File: src/rtl/led_color_sel.sv
// Push-button color selector: debounced button, short press flips the color,
// long press toggles automatic red/green alternation with period 2*SWAP_CYC.
module led_color_sel #(
  parameter int unsigned IN_HZ        = 50_000_000,
  parameter int unsigned DEBOUNCE_CYC = IN_HZ / 100,
  parameter int unsigned LONG_CYC     = IN_HZ,
  parameter int unsigned SWAP_CYC     = IN_HZ * 5
) (
  input  logic clk,
  input  logic rst,
  input  logic btn_n,
  output logic dsp_Hex,
  output logic auto_mode,
  output logic press_short,
  output logic press_long
);

  localparam int unsigned DB_W   = $clog2(DEBOUNCE_CYC + 1);
  localparam int unsigned HOLD_W = $clog2(LONG_CYC + 1);

  localparam logic [DB_W-1:0]   DB_LAST   = DB_W'(DEBOUNCE_CYC - 1);
  localparam logic [HOLD_W-1:0] HOLD_LAST = HOLD_W'(LONG_CYC - 1);
  localparam logic [31:0]       SWAP_LAST = 32'(SWAP_CYC - 1);

  localparam logic [1:0] S_IDLE = 2'd0;
  localparam logic [1:0] S_HELD = 2'd1;
  localparam logic [1:0] S_LONG = 2'd2;

  logic              sync1;
  logic              sync2;
  logic              sync_pressed;
  logic              btn_db;
  logic [DB_W-1:0]   db_cnt;
  logic              db_accept;
  logic              db_rise;
  logic              db_fall;

  logic [1:0]        state;
  logic [1:0]        state_d;
  logic [HOLD_W-1:0] hold_cnt;
  logic [HOLD_W-1:0] hold_cnt_d;
  logic              short_evt;
  logic              long_evt;

  logic [31:0]       swap_cnt;
  logic              swap_term;

  assign sync_pressed = ~sync2;

  // The debounced level flips on the DEBOUNCE_CYC-th consecutive disagreeing sample.
  assign db_accept = (sync_pressed != btn_db) && (db_cnt == DB_LAST);
  assign db_rise   = db_accept & sync_pressed;
  assign db_fall   = db_accept & ~sync_pressed;

  // Two-flop synchronizer; resets to the released (high) level.
  always_ff @(posedge clk) begin
    if (rst) begin
      sync1 <= 1'b1;
      sync2 <= 1'b1;
    end else begin
      sync1 <= btn_n;
      sync2 <= sync1;
    end
  end

  // Debounce: count consecutive disagreeing cycles, any agreement restarts the count.
  always_ff @(posedge clk) begin
    if (rst) begin
      btn_db <= 1'b0;
      db_cnt <= '0;
    end else if (sync_pressed == btn_db) begin
      db_cnt <= '0;
    end else if (db_accept) begin
      btn_db <= sync_pressed;
      db_cnt <= '0;
    end else begin
      db_cnt <= db_cnt + 1'b1;
    end
  end

  // Press classification; the FSM reacts on the same edge the debounced level changes.
  always_comb begin
    state_d    = state;
    hold_cnt_d = hold_cnt;
    short_evt  = 1'b0;
    long_evt   = 1'b0;
    case (state)
      S_IDLE: begin
        if (db_rise) begin
          state_d    = S_HELD;
          hold_cnt_d = '0;
        end
      end
      S_HELD: begin
        // A release on the terminal cycle still counts as a short press, so the FSM
        // never sits in LONG after the level has already dropped.
        if (db_fall) begin
          state_d   = S_IDLE;
          short_evt = 1'b1;
        end else if (hold_cnt == HOLD_LAST) begin
          state_d  = S_LONG;
          long_evt = 1'b1;
        end else begin
          hold_cnt_d = hold_cnt + 1'b1;
        end
      end
      S_LONG: begin
        // hold_cnt is left at its terminal value until the next press.
        if (db_fall) begin
          state_d = S_IDLE;
        end
      end
      default: state_d = S_IDLE;
    endcase
  end

  // FSM state, hold counter and the one-cycle press pulses.
  always_ff @(posedge clk) begin
    if (rst) begin
      state       <= S_IDLE;
      hold_cnt    <= '0;
      press_short <= 1'b0;
      press_long  <= 1'b0;
    end else begin
      state       <= state_d;
      hold_cnt    <= hold_cnt_d;
      press_short <= short_evt;
      press_long  <= long_evt;
    end
  end

  // A long press that turns auto mode off wins over a coinciding swap, freezing the color.
  assign swap_term = auto_mode & ~long_evt & (swap_cnt == SWAP_LAST);

  // Color, auto-mode flag and the auto-swap period counter.
  always_ff @(posedge clk) begin
    if (rst) begin
      dsp_Hex   <= 1'b0;
      auto_mode <= 1'b0;
      swap_cnt  <= '0;
    end else begin
      if (long_evt) begin
        auto_mode <= ~auto_mode;
      end
      // Short press and terminal count together give a single toggle.
      if (short_evt | swap_term) begin
        dsp_Hex <= ~dsp_Hex;
      end
      if (!auto_mode || long_evt || short_evt || (swap_cnt == SWAP_LAST)) begin
        swap_cnt <= '0;
      end else begin
        swap_cnt <= swap_cnt + 32'd1;
      end
    end
  end

endmodule

File: config.mk
export PLATFORM = sky130hd
export DESIGN_NAME = led_color_sel
export DESIGN_NICKNAME = d
export VERILOG_FILES = /design/src/rtl/led_color_sel.sv
export SDC_FILE = /design/constraint.sdc
export NUM_CORES = 1
export LEC_CHECK = 0
export CAP_MARGIN = 10
export CORE_MARGIN = 2
export CORE_UTILIZATION = 30
export DETAILED_ROUTE_END_ITERATION = 10
export GPL_ROUTABILITY_DRIVEN = 0
export HOLD_SLACK_MARGIN = 0.1
export PLACE_DENSITY = 0.41
export RECOVER_POWER = 100
export REMOVE_ABC_BUFFERS = 1
export SLEW_MARGIN = 0
export SYNTH_ARGS = -nofsm -noshare
export SYNTH_HDL_FRONTEND = slang
export SYNTH_SLANG_ARGS = --single-unit
File: constraint.sdc
create_clock -name clk -period 3 [get_ports clk]
set_clock_uncertainty 0.15 [all_clocks]
set_input_delay 0.6 -clock clk [delete_from_list [all_inputs] [get_ports clk]]
set_output_delay 0.6 -clock clk [all_outputs]
set_load 0.02 [all_outputs]
==> flow_summary.ini <==
[cells_and_area]
area_growth_pct = 13.72
post-route-util_pct = 34.93
instances_no_fill = 653
drive_gt1_share_pct = 10.69
num_antenna_cells = 0
nNetsFinal = 478

[synth]
netlist_area_um2 = 4068
synth_seq_cells = 86
yosysWarnings = 0
seq_area_frac_synth_pct = 42.33
synth.avg_cell_area_um2 = 8.862
syn_inst = 459
yosysUniqueCellTypes = 52

[placed_design]
port_buffers = 6
dp.cells = 637
place.detailed.hpwl_um = 5992

[sta]
worst_pin_slew_ps = 767.5
slew_viol_final = 0
period_needed_ps = 2718
hold_ws_ps = 278.9
max_freq_mhz = 368.0
rsz0062_at_grt = no
fin_crit_sh_pct = 90.58
finalHoldViolCount = 0
relSlewSlack_pct = 48.36
setup_viol = 0
fin_tns_setup_ps = 0

[floorplan]
dieArea_um2 = 14510
row_count = 42
start_util_pct = 30.72
die_width_um = 120.4
coreArea_um2 = 13240
die_h_um = 120.4
ios = 7

[critical_path]
critPathCaptureType = flop
crit_top_cell = buf_4
crit_buf_inv = 2
ff2ff_setup_slack_ps = 280
start_kind = flop
criticalPathCategory = reg2reg
slowest_delay_ps = 520
cpMaxStageDelayCell = nor4_1
path_max_fanout = 23
r2r_end = hold_cnt[5]$_SDFFE_PP0P_
cp.required_ps = 3130
reg2reg_from = db_cnt[0]$_SDFF_PP0_
rr_worst_depth = 9
cp_top_family = simple AND/OR/NAND/NOR gates
cp.arrival_ps = 2840
crit_chain = ha_1 -> and4_1 -> nand2_1 -> nor4_1 -> a31oi_4 -> buf_4 -> buf_4 -> or3_1 -> a21oi_1

[clock_tree]
post_cts_resize_count = 0
cts-htree-levels = 3
cts_tree = built
cts_max_path_buffers = 2
root_buffer = clkbuf_16
postCtsHoldBufs = 0
post_cts_buffers = 0
clk_latency_ps = 350
cts_made_buffers = 9
clk_transition_reported_paths_ps = 60
cts.sink_count = 86

[detailed_routing]
drt_iter0_drc = 125
avgRoutedWirePerCell_um = 13.05
drt_first_pass_iters = 4
postRouteAntennaNets = 0
drc = 0
routed_wl_um = 8521
via_per_inst = 4.868
vias = 3179

[min_path]
whs_path_depth = 1
worstHoldPathType = reg2reg
whs_endpoint = sync2$_SDFF_PP1_
min_from = sync1$_SDFF_PP1_

[power]
p_leak_nw = 1.368
peakVddDrop_mv = 0.2321
power.density_nw_per_um2 = 515.0

[global_routing]
grt_pass1_wl_um = 14450
overflow = 0
antenna_found_initial = 0
grt_usage_pct = 12.62
grt_pass1_vias = 2869
grt_max_degree = 24

[run_status]
status = complete, no violations

[flow_run]
maxCapViolCount = 0
## flip-flops by register name, indices dropped and copies added (netlist names)
signal / flops
state: 2
auto_mode: 1
btn_db: 1
swap_cnt: 32
db_cnt: 19
press_short: 1
press_long: 1
hold_cnt: 26
sync1: 1
dsp_Hex: 1
sync2: 1
## cell usage in the layout, fill, tap and decap left out, types with 5 or more instances in the layout
cell and instances:
dfxtp_1 86, nor2_1 74, nand2_1 33, xor2_1 29, nand3_1 25, or3_1 22
xnor2_1 20, nand4_1 19, a21oi_1 19, or4_1 12, inv_1 11, clkbuf_16 9
and3_1 8, o31ai_1 8, and4_1 7, nor3_1 6, or2_2 6, o21ai_0 6
nor4b_1 5, nor4_1 5, o21ai_2 5, o21ai_1 5, a21oi_2 5, dlygate4sd3_1 5
buf_4 5
## cells by family (layout without fill, tap and decap cells)
group | count (synthesis) | after routing | synth area share [%]
buf+inv | 25 | 43 | 3.322
fa+ha+maj | 3 | 3 | 0.9229
compound gates | 56 | 56 | 9.474
flops | 86 | 86 | 42.33
xor+xnor | 50 | 50 | 10.95
simple gates | 239 | 239 | 33.01
## synthesized netlist by cell type (all sizes together)
cell     count  area (um^2)
dfxtp       86         1722
nor2        74        277.8
nand2       34        130.1
xor2        30        270.3
nand3       25        125.1
a21oi       24        142.6
or3         22        142.6
nand4       20        140.1
xnor2       20        175.2
o21ai       16        95.09
or4         13        101.4
inv         11        41.29
buf         10        78.82
and3         8        50.05
nor4         8        92.58
o31ai        8        60.06
and4         7        61.31
nor3         6        35.03
nor4b        6        67.56
or2          6        37.54
clkbuf       4        15.01
ha           3        37.54
o211ai       3        22.52
and2         2        12.51
nor3b        2        15.01
a211oi       1        7.510
a21boi       1        11.26
a31oi        1        21.27
a32oi        1        8.760
a41oi        1        16.27
and4b        1        10.01
and4bb       1        12.51
nand2b       1        6.260
nand3b       1        7.510
nand4bb      1        11.26
nor2b        1        6.260
## power by group
group | internal (mW) | leakage, nW | switching [mW]
clock | 0.732 | 0.152 | 0.487
combinational | 0.00496 | 0.523 | 0.0133
sequential | 1.14 | 0.693 | 0.00125
## per-stage QoR
| step | instance area, um^2 | power (mW) | setup WS [ps] |
|---|---|---|---|
| global placement | 4345 | 1.191 | 468.0 |
| finish | 4626 | 2.382 | 282.5 |
| global route | 4626 | 2.467 | 111.4 |
| detailed placement | 4345 | 1.191 | 403.8 |
| CTS | 4668 | 2.426 | 390.3 |
| floorplan | 3974 | 1.179 | 200.6 |
## worst max path at each step
stage,startpoint,to,slack (ps),cells after the start
after global placement,db_cnt[0]$_SDFF_PP0_,hold_cnt[3]$_SDFFE_PP0P_,470,9
after global routing,db_cnt[0]$_SDFF_PP0_,hold_cnt[5]$_SDFFE_PP0P_,110,9
after detailed placement,db_cnt[0]$_SDFF_PP0_,hold_cnt[2]$_SDFFE_PP0P_,400,9
after floorplan,db_cnt[0]$_SDFF_PP0_,swap_cnt[10]$_SDFF_PP0_,200,7
after CTS,db_cnt[0]$_SDFF_PP0_,hold_cnt[2]$_SDFFE_PP0P_,390,9
final,db_cnt[0]$_SDFF_PP0_,hold_cnt[5]$_SDFFE_PP0P_,280,9
## area by class of cell
type	count	area, um^2
inverters	11	41.29
multi-input cells	348	2186
clock inverters	7	97.59
flip-flops and latches	86	1722
well taps	176	220.2
repair buffers	16	133.9
fillers	1401	8617
clock buffers	9	225.2
## worst register-to-register path: stages (launching register included)
cell and delay [ps]:
dfxtp_1 370, ha_1 240, and4_1 260, nand2_1 150
nor4_1 520, a31oi_4 30, buf_4 230, buf_4 210
or3_1 340, a21oi_1 140
## routing by layer
layer  part of all wire (%)  track usage (%)  up-vias
met1                     54            18.12     1480
met5                      0                0        -
met4                    1.9            6.105        0
met2                     41            17.80       31
met3                    2.7            2.689       14
li1                       -                -     1654
(Power assumes the default switching activity.)
